--- src/rtl/onehot_dec_pkg.sv ---
// Shared types, mode encodings and the one-hot helper for onehot_scan_decoder.
package onehot_dec_pkg;

  localparam int MAX_SEL_W = 8;
  localparam int MAX_OUT_W = 2 ** MAX_SEL_W;

  localparam logic MODE_DIRECT = 1'b0;
  localparam logic MODE_SCAN   = 1'b1;

  // Callers truncate the result to their own output width.
  function automatic logic [MAX_OUT_W-1:0] onehot(input int unsigned idx);
    return MAX_OUT_W'(1) << idx;
  endfunction

endpackage

--- src/rtl/onehot_scan_decoder_dwell_counter.sv ---
// Modulo-DWELL counter with clear, hold and terminal-count flag.
module dwell_counter #(
  parameter int DWELL = 4
) (
  input  logic clk,
  input  logic rst,
  input  logic clr,
  input  logic inc,
  output logic tc
);

  localparam int CNT_W = (DWELL > 1) ? $clog2(DWELL) : 1;
  localparam logic [CNT_W-1:0] LAST = CNT_W'(DWELL - 1);

  logic [CNT_W-1:0] cnt_d, cnt_q;

  assign tc = (cnt_q == LAST);

  always_comb begin
    cnt_d = cnt_q;
    if (clr) begin
      cnt_d = '0;
    end else if (inc) begin
      cnt_d = tc ? '0 : cnt_q + CNT_W'(1);
    end
  end

  always_ff @(posedge clk or posedge rst) begin
    if (rst) begin
      cnt_q <= '0;
    end else begin
      cnt_q <= cnt_d;
    end
  end

endmodule

--- src/rtl/onehot_scan_decoder.sv ---
// Registered SEL_W-to-2^SEL_W one-hot decoder with direct and scan modes.
// Define SCAN_BLANK_EN for a blank cycle on every scan advance.
module onehot_scan_decoder
  import onehot_dec_pkg::*;
#(
  parameter int SEL_W = 2,
  parameter int DWELL = 4
) (
  input  logic                  clk,
  input  logic                  rst,
  input  logic                  en,
  input  logic                  mode,
  input  logic                  load,
  input  logic [SEL_W-1:0]      sel_in,
  output logic [2**SEL_W-1:0]   y,
  output logic                  y_valid,
  output logic [SEL_W-1:0]      idx,
  output logic                  scan_wrap
);

  localparam int OUT_W = 2 ** SEL_W;

  if (SEL_W < 1 || SEL_W > MAX_SEL_W) begin : g_bad_sel_w
    $error("SEL_W out of range");
  end
  if (DWELL < 1 || DWELL > 65535) begin : g_bad_dwell
    $error("DWELL out of range 1..65535");
  end
`ifdef SCAN_BLANK_EN
  if (DWELL == 1) begin : g_bad_blank
    $error("SCAN_BLANK_EN requires DWELL > 1");
  end
`endif

  logic [SEL_W-1:0] idx_d, idx_q, idx_nxt;
  logic [OUT_W-1:0] y_d, y_q;
  logic [OUT_W-1:0] hot_idx, hot_sel, hot_nxt;
  logic             y_valid_d, y_valid_q;
  logic             wrap_d, wrap_q;
  logic             mode_d, mode_q;
  logic             scan_act, entry;
  logic             cnt_clr, cnt_inc, cnt_tc, adv;

  assign idx_nxt = idx_q + SEL_W'(1);
  assign hot_idx = OUT_W'(onehot(32'(idx_q)));
  assign hot_sel = OUT_W'(onehot(32'(sel_in)));
  assign hot_nxt = OUT_W'(onehot(32'(idx_nxt)));

  // mode_q remembers the last enabled mode, so entry into scan is seen once.
  assign scan_act = en && (mode == MODE_SCAN);
  assign entry    = scan_act && (mode_q == MODE_DIRECT);
  assign cnt_clr  = entry || (en && (mode == MODE_DIRECT) && load);
  assign cnt_inc  = scan_act && !entry;
  assign adv      = cnt_inc && cnt_tc;

  dwell_counter #(
    .DWELL(DWELL)
  ) u_dwell (
    .clk(clk),
    .rst(rst),
    .clr(cnt_clr),
    .inc(cnt_inc),
    .tc (cnt_tc)
  );

  always_comb begin
    idx_d     = idx_q;
    y_d       = y_q;
    y_valid_d = y_valid_q;
    wrap_d    = 1'b0;
    mode_d    = mode_q;
    if (!en) begin
      y_d       = '0;
      y_valid_d = 1'b0;
    end else begin
      mode_d = mode;
      if (mode == MODE_SCAN) begin
        if (adv) begin
          idx_d  = idx_nxt;
          wrap_d = &idx_q;
`ifdef SCAN_BLANK_EN
          y_d       = '0;
          y_valid_d = 1'b0;
`else
          y_d       = hot_nxt;
          y_valid_d = 1'b1;
`endif
        end else begin
          y_d       = hot_idx;
          y_valid_d = 1'b1;
        end
      end else if (load) begin
        idx_d     = sel_in;
        y_d       = hot_sel;
        y_valid_d = 1'b1;
      end
    end
  end

  always_ff @(posedge clk or posedge rst) begin
    if (rst) begin
      idx_q     <= '0;
      y_q       <= '0;
      y_valid_q <= 1'b0;
      wrap_q    <= 1'b0;
      mode_q    <= MODE_DIRECT;
    end else begin
      idx_q     <= idx_d;
      y_q       <= y_d;
      y_valid_q <= y_valid_d;
      wrap_q    <= wrap_d;
      mode_q    <= mode_d;
    end
  end

  assign y         = y_q;
  assign y_valid   = y_valid_q;
  assign idx       = idx_q;
  assign scan_wrap = wrap_q;

endmodule

--- config.mk ---
export PLATFORM = sky130hd
export DESIGN_NAME = onehot_scan_decoder
export DESIGN_NICKNAME = d
export VERILOG_FILES = /design/src/rtl/onehot_dec_pkg.sv /design/src/rtl/onehot_scan_decoder_dwell_counter.sv /design/src/rtl/onehot_scan_decoder.sv
export SDC_FILE = /design/constraint.sdc
export NUM_CORES = 1
export LEC_CHECK = 0
export CORE_AREA = 2 2 39 41
export CTS_BUF_LIST = sky130_fd_sc_hd__clkbuf_4 sky130_fd_sc_hd__clkbuf_8
export CTS_CLUSTER_DIAMETER = 200
export DETAILED_ROUTE_END_ITERATION = 12
export DIE_AREA = 0 0 41 43
export PLACE_DENSITY = 0.75
export SLEW_MARGIN = 20
export SYNTH_ARGS = -nofsm -noshare
export SYNTH_HDL_FRONTEND = slang
export SYNTH_SLANG_ARGS = --single-unit
--- constraint.sdc ---
create_clock -name clk -period 1.5 [get_ports clk]
set_input_delay 0.3 -clock clk [delete_from_list [all_inputs] [get_ports clk]]
set_output_delay 0.3 -clock clk [all_outputs]
set_load 0.03 [all_outputs]
* Word-level counts from Yosys, hierarchy flattened
Cells that the tools add are included.
** Cells by class
- Add/sub/neg operators :: 2
- Eq/ne operators :: 3
- Shift operators :: 3
- Muxes and demuxes :: 16
- Bitwise gates (word level) :: 2
- Reduce and logical (&&, ||, !) cells :: 12
** Operators with widths (count)
- $mux W4 :: 4
- $mux W2 :: 6
- $shl A1 B2 Y4 const A :: 3
- $logic_and A1 B1 Y1 :: 6
- $mux W1 :: 6
- $add A2 B1 Y2 const B :: 2
- $reduce_bool A2 Y1 :: 2
- $ne A3 B1 Y1 const B :: 1
- $reduce_and A3 Y1 :: 1
- $eq A2 B2 Y1 const B :: 1
- $ne A2 B1 Y1 const B :: 1
- $not A1 Y1 :: 2
- $reduce_and A2 Y1 :: 1
- $logic_not A1 Y1 :: 1
- $logic_or A1 B1 Y1 :: 1
** Storage, ports and cells
- Bits in registers :: 11
- Input bits :: 7
- Output and inout port bits :: 8

* Longest topological paths before layout
- Depth after elaboration :: 8
- Depth in mapped cells :: 5
- Mapped depth without buffers :: 5

* Modules after synthesis
A second synthesis with hierarchy kept.
** Second synthesis, totals
- Cells, all modules :: 59
- Area, all modules :: 619.3 um^2
** By module, submodules not included
- onehot_scan_decoder :: instances 1, cells each 50, area an instance 515.5 um^2, seq. area each 225.2 um^2
- dwell_counter :: instances 1, cells each 9, area an instance 103.8 um^2, seq. area each 50.0 um^2

* Worst setup path before layout
OpenSTA, ideal clock, no wires.
- Path type :: reg-to-reg
- From :: register idx_q[0], in the netlist idx[0]
- To :: register y_q[1], in the netlist y[1]
- Data arrival time :: 1.367 ns
- Required time :: 1.378 ns
- Setup slack :: 0.012 ns
- Stages on the path, launching flop included :: 5
- Clock period less this slack :: 1.488 ns
- Cells stage by stage :: dfrtp_1 -> ha_1 -> mux2i_2 -> nand2b_1 -> a32o_1
** On the way
- Word-level cells in the longest chain between the ends :: 5
** Ends and longest elaborated chain
- from (decl) :: RTL line onehot_scan_decoder.sv:35 : logic [SEL_W-1:0] idx_d, idx_q, idx_nxt;
- from (signal assigned) :: RTL line onehot_scan_decoder.sv:108 : idx_q <= idx_d;
- $add A2 B1 Y2 :: RTL line onehot_scan_decoder.sv:44 : assign idx_nxt = idx_q + SEL_W'(1);
- $shl A1 B2 Y4 :: RTL line onehot_dec_pkg.sv:12 : return MAX_OUT_W'(1) << idx;
- $mux W4 (*) :: RTL line onehot_scan_decoder.sv:78 : if (adv) begin
- $mux W4 (*) :: RTL line onehot_scan_decoder.sv:77 : if (mode == MODE_SCAN) begin
- $mux W4 (*) :: RTL line onehot_scan_decoder.sv:72 : if (!en) begin
- to (signal assigned) :: RTL line onehot_scan_decoder.sv:109 : y_q <= y_d;
- to (decl) :: RTL line onehot_scan_decoder.sv:36 : logic [OUT_W-1:0] y_d, y_q;
Every way passes the cells marked *; elsewhere a longest branch is shown, timed or not.
A chain may end at the register's enable or synchronous reset.

* Worst setup path after layout
- From :: register u_dwell.cnt_q[0]
- To :: register y_q[3], in the netlist y[3]
** On the way
- Word-level cells in the longest chain between the ends :: 5
** Ends and longest elaborated chain
- from (decl) :: RTL line onehot_scan_decoder_dwell_counter.sv:15 : logic [CNT_W-1:0] cnt_d, cnt_q;
- from (signal assigned) :: RTL line onehot_scan_decoder_dwell_counter.sv:32 : cnt_q <= cnt_d;
- $eq A2 B2 Y1 :: RTL line onehot_scan_decoder_dwell_counter.sv:17 : assign tc = (cnt_q == LAST);
- $logic_and A1 B1 Y1 :: RTL line onehot_scan_decoder.sv:54 : assign adv = cnt_inc && cnt_tc;
- $mux W4 :: RTL line onehot_scan_decoder.sv:78
- $mux W4 :: RTL line onehot_scan_decoder.sv:77
- $mux W4 :: RTL line onehot_scan_decoder.sv:72
Every way passes these cells.

==> run metrics <==
Initial Util=44.4%; required time at the endpoint of the critical path=1650 ps; category of the worst setup path launch point=flop; commonest non-fill, non-tap cell in the layout=dfrtp_1; total of max-cap violations=0; largest net degree at the start of global routing=21; final count of pins violating max slew=0; total DRC errors in the routed layout=0; critical-path maximum fanout=4; final hold slack=321 ps; peak supply drop=0.538 mV; run status=finished clean; leakage power=0.401 nW; gp weighted congestion=around 0.78; final instance area=853 sq um; post-synthesis cell type count=31; TritonRoute pass-1 iters=4; fraction of layout instances using a drive strength above 1=22.1%; port bufs=14; area of all sequential standard cells=275 sq um; Synthesis Warnings=0; PnR Total Power=0.858 mW; dpl ws=-58.8 ps; die span in y=43 um; ys flop type=dfrtp_1; final antenna-violating net count=0; cts hold-fix bufs=0; post-synthesis register bit count=11; final net count=96; root cell of the clock tree=clkbuf_4; type of the tightest min-delay check=in -> async; category of cells accounting for the largest share of critical-path delay=flip-flops; I/O pin count=15; unrepaired setup endpoints after global routing=no; drt via density=between 5 and 6; Cell Area, Placed=822 sq um; endpoints failing hold=0; sinks on the clock net=11; standard-cell rows=14; total congestion overflow=0; Final HPWL DP=959 um; commonest cells after routing, fill and taps aside=dfrtp_1 (11), dlygate4sd2_1 (8), clkdlybuf4s50_1 (6), buf_4 (6); cell chain of the critical path=ha_2, nand2_2, mux2i_4, a211oi_1, a22o_1; Skew-Pair Late Insertion Delay=270 ps; global-route wire length before repair=2210 um; number of filler cells placed in the layout=about 130; maximum clock skew at final layout=7.88 ps; critical-path cell with the highest stage delay=dfrtp_1; maximum single-stage delay on the critical path=between 400 and 500 ps; drt first-iter violations=12; number of enable-type register cells in the synthesized netlist=0; Die X=41 um; overall fraction of global-route tracks in use=18.8%; fmax=around 0.70 GHz; type of element capturing the critical path=flop; post-synthesis net count=73; floorplan die area=1760 sq um; part of the cycle the worst path needs=95.6%; vias in the first global route=502; Vias=532; Crit Path Category=reg -> reg; slew at the pin with the worst max-slew slack=410 ps; setup violators final=0; number of buffers inserted to repair setup after CTS=0; total power per unit cell area=1010 nW/um^2; number of buffers inserted during clock tree synthesis=3; share of synthesized area occupied by flip-flops and latches=44.8%; Avg Cell Area, Syn=~9.6 sq um; number of antenna violations at the first check in global routing=0; total inserted antenna cells=0; clock tree buffer depth=2; slack of the critical path=66.5 ps; Final Routed Wirelength=1300 um; combined area of the multi-input logic cells=318 sq um; synthesis-to-layout area growth=38.9%; buffer and inverter count on the worst path=0; Worst slew margin=72.7%; per-cell routed wire length=12.7 um; time the final worst path needs with I/O delays and setup=1430 ps; post-synth design cell area=614 sq um; core occupancy in the finished layout=61.7%; placeable core area=1380 sq um; Clock H-tree levels=1; number of standard cells after synthesis=64; clock slew seen by the registers of the worst setup and hold paths=80 ps; CP arrival=1580 ps; TritonCTS clock tree=done; share of flip-flops with an asynchronous set or reset after synthesis=100%
## report_power, final
part | internal [mW] | total [mW] | switching, mW
registers | 0.329 | 0.360 | 0.0304
logic | 0.122 | 0.277 | 0.154
clock network | 0.121 | 0.221 | 0.101
## what timing repair did
| item | in CTS | in global routing |
|---|---|---|
| resized for setup | 8 | 2 |
| pin swaps | 0 | 0 |
| endpoints found under the setup margin | 8 | 4 |
## metrics by stage
step | cells | setup TNS (ps)
after floorplan | 64 | 0
after global placement | 98 | -58.0
after detailed placement | 98 | -179
after CTS | 102 | 0
after global routing | 102 | 0
final | 102 | 0
## path summary, 6_finish.rpt
| kind | start | end | slack, ps | depth (start not counted) |
|---|---|---|---|---|
| max in group asynchronous | rst | idx[1]$_DFFE_PP0P_ | 880 | 2 |
| min | rst | u_dwell.cnt_q[1]$_DFFE_PP0P_ | 320 | 2 |
| max | u_dwell.cnt_q[0]$_DFFE_PP0P_ | y[3]$_DFFE_PP0P_ | 70 | 5 |
| min in group clk | y[2]$_DFFE_PP0P_ | y[2]$_DFFE_PP0P_ | 480 | 2 |
| min reg2reg | y[2]$_DFFE_PP0P_ | y[2]$_DFFE_PP0P_ | 480 | 2 |
| max reg2reg | u_dwell.cnt_q[0]$_DFFE_PP0P_ | y[3]$_DFFE_PP0P_ | 70 | 5 |
## cell usage after synthesis (2+ instances only)
| library cell | count | area share (%) |
|---|---|---|
| ha_1 | 2 | 4.1 |
| mux2i_1 | 2 | 3.3 |
| o21ai_0 | 3 | 2.4 |
| nand2_1 | 5 | 3.1 |
| nand2b_1 | 2 | 2.0 |
| dfrtp_1 | 11 | 45 |
| buf_2 | 2 | 1.6 |
| nand3_1 | 4 | 3.3 |
| nor2b_1 | 2 | 2.0 |
| a21oi_1 | 4 | 3.3 |
| nor2_1 | 5 | 3.1 |
| inv_1 | 3 | 1.8 |
## cell type report
type / instances / area share, %
Clock buffer: 4 / 3.52
Inverter: 4 / 1.76
Multi-Input combinational cell: 46 / 37.2
Sequential cell: 11 / 32.3
Tap cell: 16 / 2.35
Timing Repair Buffer: 21 / 22.9
## flip-flops by register name (all words and copies together) (netlist names)
| signal | flops |
|---|---|
| y | 4 |
| u_dwell.cnt_q | 2 |
| idx | 2 |
| mode_q | 1 |
| y_valid | 1 |
| scan_wrap | 1 |
## routing by layer
metal | up-vias | wire (um) | track usage [%]
met5 | - | 0 | 0
met4 | 0 | 28 | 10.0
met3 | 5 | 45 | 3.66
met2 | 13 | 634 | 25.6
met1 | 244 | 587 | 27.0
li1 | 270 | - | -
## worst reg2reg max path: stages (launching register included)
cell	delay, ps
dfrtp_1	410
ha_2	220
nand2_2	110
mux2i_4	280
a211oi_1	110
a22o_1	180
## logic make-up after synthesis
| logic type | after synthesis | synth area share, % |
|---|---|---|
| simple gates | 21 | 16.9 |
| xor+xnor | 1 | 1.43 |
| compound gates | 18 | 20.2 |
| flops | 11 | 44.8 |
| buf+inv | 7 | 5.30 |
| mux | 4 | 7.33 |
| fa+ha+maj | 2 | 4.07 |
No activity file was read; power rests on OpenSTA's default activity.
